## src/rtl/hist_equalize_lut.sv

```systemverilog
// Histogram-equalization LUT: builds a CDF-based remap table from a 256-bin
// histogram into a shadow bank, swaps it in at a frame boundary, and remaps pixels.
module hist_equalize_lut #(
  parameter int          BINS       = 256,
  parameter int          BIN_W      = 16,
  parameter int          CDF_W      = 24,
  parameter logic [11:0] NORM_MULT  = 12'd2804,
  parameter int          NORM_SHIFT = 20
) (
  input  logic             clk,
  input  logic             rst,
  input  logic             hist_valid,
  output logic [7:0]       hist_addr_rd,
  input  logic [BIN_W-1:0] hist_data_rd,
  input  logic [7:0]       in_pixel,
  input  logic             in_valid,
  input  logic             end_of_frame,
  output logic [7:0]       out_pixel,
  output logic             out_valid,
  output logic             out_end_of_frame,
  output logic             busy,
  output logic             lut_swapped,
  output logic             hist_dropped
);

  localparam int PROD_W = CDF_W + 12;

  typedef enum logic [1:0] {IDLE, READ, FLUSH, READY} state_t;

  state_t            state, state_next;
  logic              start, swap;
  logic [1:0]        flush_cnt;
  logic              v1, v2, v3;
  logic [7:0]        idx1, idx2, idx3;
  logic [CDF_W-1:0]  cdf_acc;
  logic [PROD_W-1:0] prod;
  logic [PROD_W-1:0] shifted;
  logic [7:0]        lut_val;
  logic              bank, lut_loaded;
  logic [7:0]        lut_mem [0:2*BINS-1];
  logic [7:0]        pix_d;
  logic              valid_d, eof_d, bank_d, loaded_d;

  assign busy = (state == READ) || (state == FLUSH);

  always_ff @(posedge clk or negedge rst) begin
    if (!rst) state <= IDLE;
    else      state <= state_next;
  end

  always_comb begin
    state_next = state;
    start      = 1'b0;
    swap       = 1'b0;
    case (state)
      IDLE:  if (hist_valid) begin
               state_next = READ;
               start      = 1'b1;
             end
      READ:  if (hist_addr_rd == 8'd255) state_next = FLUSH;
      FLUSH: if (flush_cnt == 2'd2) state_next = READY;
      READY: if (end_of_frame) begin
               state_next = IDLE;
               swap       = 1'b1;
             end
      default: state_next = IDLE;
    endcase
  end

  // Build pipeline: accumulate, scale, then clamp-and-write with the bin index
  // carried alongside so each result lands on the entry it was read from.
  always_ff @(posedge clk or negedge rst) begin
    if (!rst) begin
      hist_addr_rd <= '0;
      flush_cnt    <= '0;
      v1           <= 1'b0;
      v2           <= 1'b0;
      v3           <= 1'b0;
      idx1         <= '0;
      idx2         <= '0;
      idx3         <= '0;
      cdf_acc      <= '0;
      prod         <= '0;
      bank         <= 1'b0;
      lut_loaded   <= 1'b0;
      lut_swapped  <= 1'b0;
      hist_dropped <= 1'b0;
    end else begin
      lut_swapped  <= swap;
      hist_dropped <= hist_valid && (state != IDLE);
      if (start)
        hist_addr_rd <= '0;
      else if (state == READ && hist_addr_rd != 8'd255)
        hist_addr_rd <= hist_addr_rd + 8'd1;
      flush_cnt <= (state == FLUSH) ? flush_cnt + 2'd1 : 2'd0;
      v1   <= (state == READ);
      idx1 <= hist_addr_rd;
      v2   <= v1;
      idx2 <= idx1;
      v3   <= v2;
      idx3 <= idx2;
      if (start)   cdf_acc <= '0;
      else if (v1) cdf_acc <= cdf_acc + CDF_W'(hist_data_rd);
      prod <= PROD_W'(cdf_acc) * PROD_W'(NORM_MULT);
      if (swap) begin
        bank       <= ~bank;
        lut_loaded <= 1'b1;
      end
    end
  end

  always_comb begin
    shifted = prod >> NORM_SHIFT;
    lut_val = (|shifted[PROD_W-1:8]) ? 8'hFF : shifted[7:0];
  end

  always_ff @(posedge clk) begin
    if (v3) lut_mem[{~bank, idx3}] <= lut_val;
  end

  // Bank select and loaded flag ride with each pixel so a swap never tears
  // a pixel that is already in flight.
  always_ff @(posedge clk or negedge rst) begin
    if (!rst) begin
      pix_d            <= '0;
      valid_d          <= 1'b0;
      eof_d            <= 1'b0;
      bank_d           <= 1'b0;
      loaded_d         <= 1'b0;
      out_pixel        <= '0;
      out_valid        <= 1'b0;
      out_end_of_frame <= 1'b0;
    end else begin
      pix_d            <= in_pixel;
      valid_d          <= in_valid;
      eof_d            <= end_of_frame;
      bank_d           <= bank;
      loaded_d         <= lut_loaded;
      out_pixel        <= loaded_d ? lut_mem[{bank_d, pix_d}] : pix_d;
      out_valid        <= valid_d;
      out_end_of_frame <= eof_d;
    end
  end

endmodule

```

## config.mk

```make
export PLATFORM = sky130hd
export DESIGN_NAME = hist_equalize_lut
export DESIGN_NICKNAME = d
export VERILOG_FILES = /design/src/rtl/hist_equalize_lut.sv
export SDC_FILE = /design/constraint.sdc
export NUM_CORES = 2
export LEC_CHECK = 0
export BUFFER_PORTS_ARGS = -buffer_cell sky130_fd_sc_hd__buf_2
export CAP_MARGIN = 15
export CORE_MARGIN = 4
export CORE_UTILIZATION = 30
export CTS_CLUSTER_SIZE = 16
export DETAILED_ROUTE_END_ITERATION = 10
export PLACE_DENSITY = 0.41
export SYNTH_ARGS = -nofsm -noshare
export SYNTH_HDL_FRONTEND = slang
export SYNTH_SLANG_ARGS = --single-unit
```

## constraint.sdc

```tcl
create_clock -name clk -period 6.4 [get_ports clk]
set_input_delay 0.64 -clock clk [delete_from_list [all_inputs] [get_ports clk]]
set_output_delay 0.64 -clock clk [all_outputs]
set_load 0.005 [all_outputs]
```

==> flow_summary_export.csv <==
group,metric,value,unit
place,port_buffers,49,
clocking,numClockSinks,4201,
setup_path,crit_path_end_kind,"register",
setup_path,cp_data_arrival_time,6680,ps
detailed_routing,vias_per_cell,5.09,
detailed_routing,wl,528000,um
detailed_routing,drt_iter0_drc,8126,
floorplan,initial_core_util,30.1,%
timing,period_needed,5840,ps
place,placed_area,178000,um2
place,dp_slack,592,ps
final_layout,drive_gt1_share,24.4,%
setup_path,path_class,"register to register",
floorplan,ios,50,
synth,synth_area_leader_cell,"edfxtp_1",
clocking,cts_setup_buffers,0,
synth,ys_ff_latch,4201,
synth,syn_nets,8210,
synth,synth_warnings,0,
grt,antenna_found_initial,63,
clocking,cts_buffers,462,
floorplan,die_area,572000,um2
grt,grt_pass1_wl,727000,um
synth,synth.distinct_cells,71,
clocking,clkLatencyLatePin,1050,ps
grt,groute.usage.overall,18.2,%
detailed_routing,wl_per_cell,32.7,um
synth,synthArstFlopShare,2.50,%
setup_path,crit_required,7240,ps
place,gp_congestion,0.793,
clocking,htree_levels,5,
timing,fin_ws,556,ps
clocking,clockBufferDepth,4,
synth,syn-mean-instance-area,21.1,um2
final_layout,syn_to_final_growth,14.7,%
floorplan,die_width,756,um
synth,synth_edf_count,4096,
clocking,clk_pin_slew,60,ps
timing,report.final.slew_viol_count,0,
final_layout,fin_nets,8555,
synth,synthTopCellsByCount,"edfxtp_1, mux4_2, nor2_1",
final_layout,final_area,193000,um2
synth,synth-main-ff-cell,"edfxtp_1",
clocking,cts_root_buf,"clkbuf_16",
synth,synth_area,168000,um2
floorplan,core_area,557000,um2
timing,fin_skew,92.1,ps
grt,grt_max_degree,204,
run,maxCapViolCount,0,
power_and_ir_drop,power,86.0,mW
detailed_routing,drc,0,
power_and_ir_drop,ir_worst_vdd,1040,uV
setup_path,start_kind,"register",
clocking,cts-resized-gates,0,
synth,synth.top_cell.area_share,73.2,%
timing,fin_crit_sh,91.3,%
detailed_routing,dr.pass1.iters,5,
floorplan,num_rows,274,
timing,setup_violations,0,
timing,tightestPinTransition,1460,ps
timing,rsz0062_at_grt,"no",
floorplan,fp.dieH,756,um
timing,slew_headroom,2.75,%
timing,tns,0,ps
detailed_routing,ant_nets,0,
hold_path,whs_path_depth,4,
detailed_routing,dr_total_vias,82300,
synth,synthCells,7951,
status,status,"completed",
setup_path,reg2reg_depth,20,
synth,yosysMostFrequentCell,"edfxtp_1",
timing,fmax,0.171,GHz
place,dp_hpwl,331000,um
power_and_ir_drop,p_leak,60.6,nW
grt,grt_remaining_overflow,0,
power_and_ir_drop,powerDensity,446,nW/um2
synth,seq_area_frac_synth,74.8,%
setup_path,cp_max_fo,7,
clocking,tritoncts,"yes",
timing,hold_viol,0,
final_layout,fin_util,34.6,%
grt,grt_pass1_vias,85000,
synth,yosys-top-cells-area,"edfxtp_1, mux4_2, dfrtp_1",
hold_path,hold_class,"input port to register",
==> path summary, 6_finish.rpt <==
path                              end  slack [ps]            start
max                          prod[32]         560       cdf_acc[7]
min                        cdf_acc[1]         130  hist_data_rd[1]
min in group asynchronous     valid_d         170              rst
max reg2reg                  prod[32]         560       cdf_acc[7]
max in group asynchronous    prod[20]        4840              rst
min reg2reg                   idx3[4]         330          idx2[4]
==> state kept, by name, summed over array words and instances, names as in the netlist, 2 cells and up <==
name          flops
out_pixel         8
idx3              8
lut_mem        4096
flush_cnt         2
cdf_acc          24
idx1              8
idx2              8
prod             16
hist_addr_rd      8
state             2
pix_d             8
==> per-layer routing <==
layer	share of wire (%)	vias to the layer above	GRT usage [%]	routed length (um)
li1	-	33500	-	-
met1	44	45500	25.7	233000
met2	47	2613	29.3	250000
met3	6.1	607	3.17	32100
met4	2.5	12	4.19	13000
met5	0.016	-	0	84
==> power by group <==
group          switching, mW  internal (mW)  total, mW
logic                   15.7           6.67       22.4
registers              0.438           37.2       37.6
clock network           11.2           14.8       26.0
==> timing repair <==
| item | in CTS | in global routing |
|---|---|---|
| hold buffers | 13 | 0 |
| endpoints found under the hold margin | 51 | 0 |
| endpoints found under the setup margin | 0 | 0 |
==> stage by stage <==
step           cells  hold WS, ps
2_1_floorplan   7951          331
3_3_place_gp   15300          339
3_5_place_dp   15300          339
4_1_cts        16100         25.6
5_1_grt        16100          123
6_report       16200          134
==> final cells by class <==
| type | instances | area (um2) |
|---|---|---|
| Sequential cell | 4201 | 126000 |
| Fill cell | 52100 | 365000 |
| Clock buffer | 573 | 12100 |
| Tap cell | 7452 | 9320 |
| Inverter | 216 | 818 |
| Multi-Input combinational cell | 3101 | 39300 |
| Antenna cell | 18 | 45.0 |
| Clock inverter | 276 | 2540 |
| Timing Repair Buffer | 314 | 2920 |
==> logic make-up (layout without fill, tap and decap cells) <==
family	count (synthesis)	in the layout	synth area share, %
AO/OA/AOI/OAI	479	479	1.96
XOR/XNOR	35	35	0.182
AND/OR/NAND/NOR	998	998	2.55
buffers and inverters	649	1379	2.00
flip-flops	4201	4201	74.8
adder cells (fa/ha/maj)	230	230	2.18
other	0	18	0
multiplexers	1359	1359	16.3
==> cells in the final DEF (no fill, tap or decap), types with 57 or more instances in the layout <==
master and count:
mux4_2 1090, clkinv_2 91, clkbuf_16 464, dfrtp_1 99, nor2_1 610, edfxtp_1 4096, a211oi_1 73, nand2_1 135
clkinv_1 113, buf_4 201, fa_1 104, o22ai_1 57, mux2i_1 223, inv_1 213, a22oi_1 58, clkbuf_1 99
ha_1 126, a21oi_1 95
==> worst max-delay path: stages (launching register included) <==
cell	delay, ps
dfrtp_1	570
ha_1	270
inv_1	80
fa_1	530
inv_1	60
fa_1	490
fa_1	490
inv_1	50
fa_1	470
inv_1	40
ha_1	300
and3_1	180
and3_1	200
and3_1	180
a2111oi_0	560
buf_4	210
o41ai_1	90
buf_4	170
a2111oi_0	480
nor3_1	140
xor2_1	160
Power figures use the tool's default switching activity.
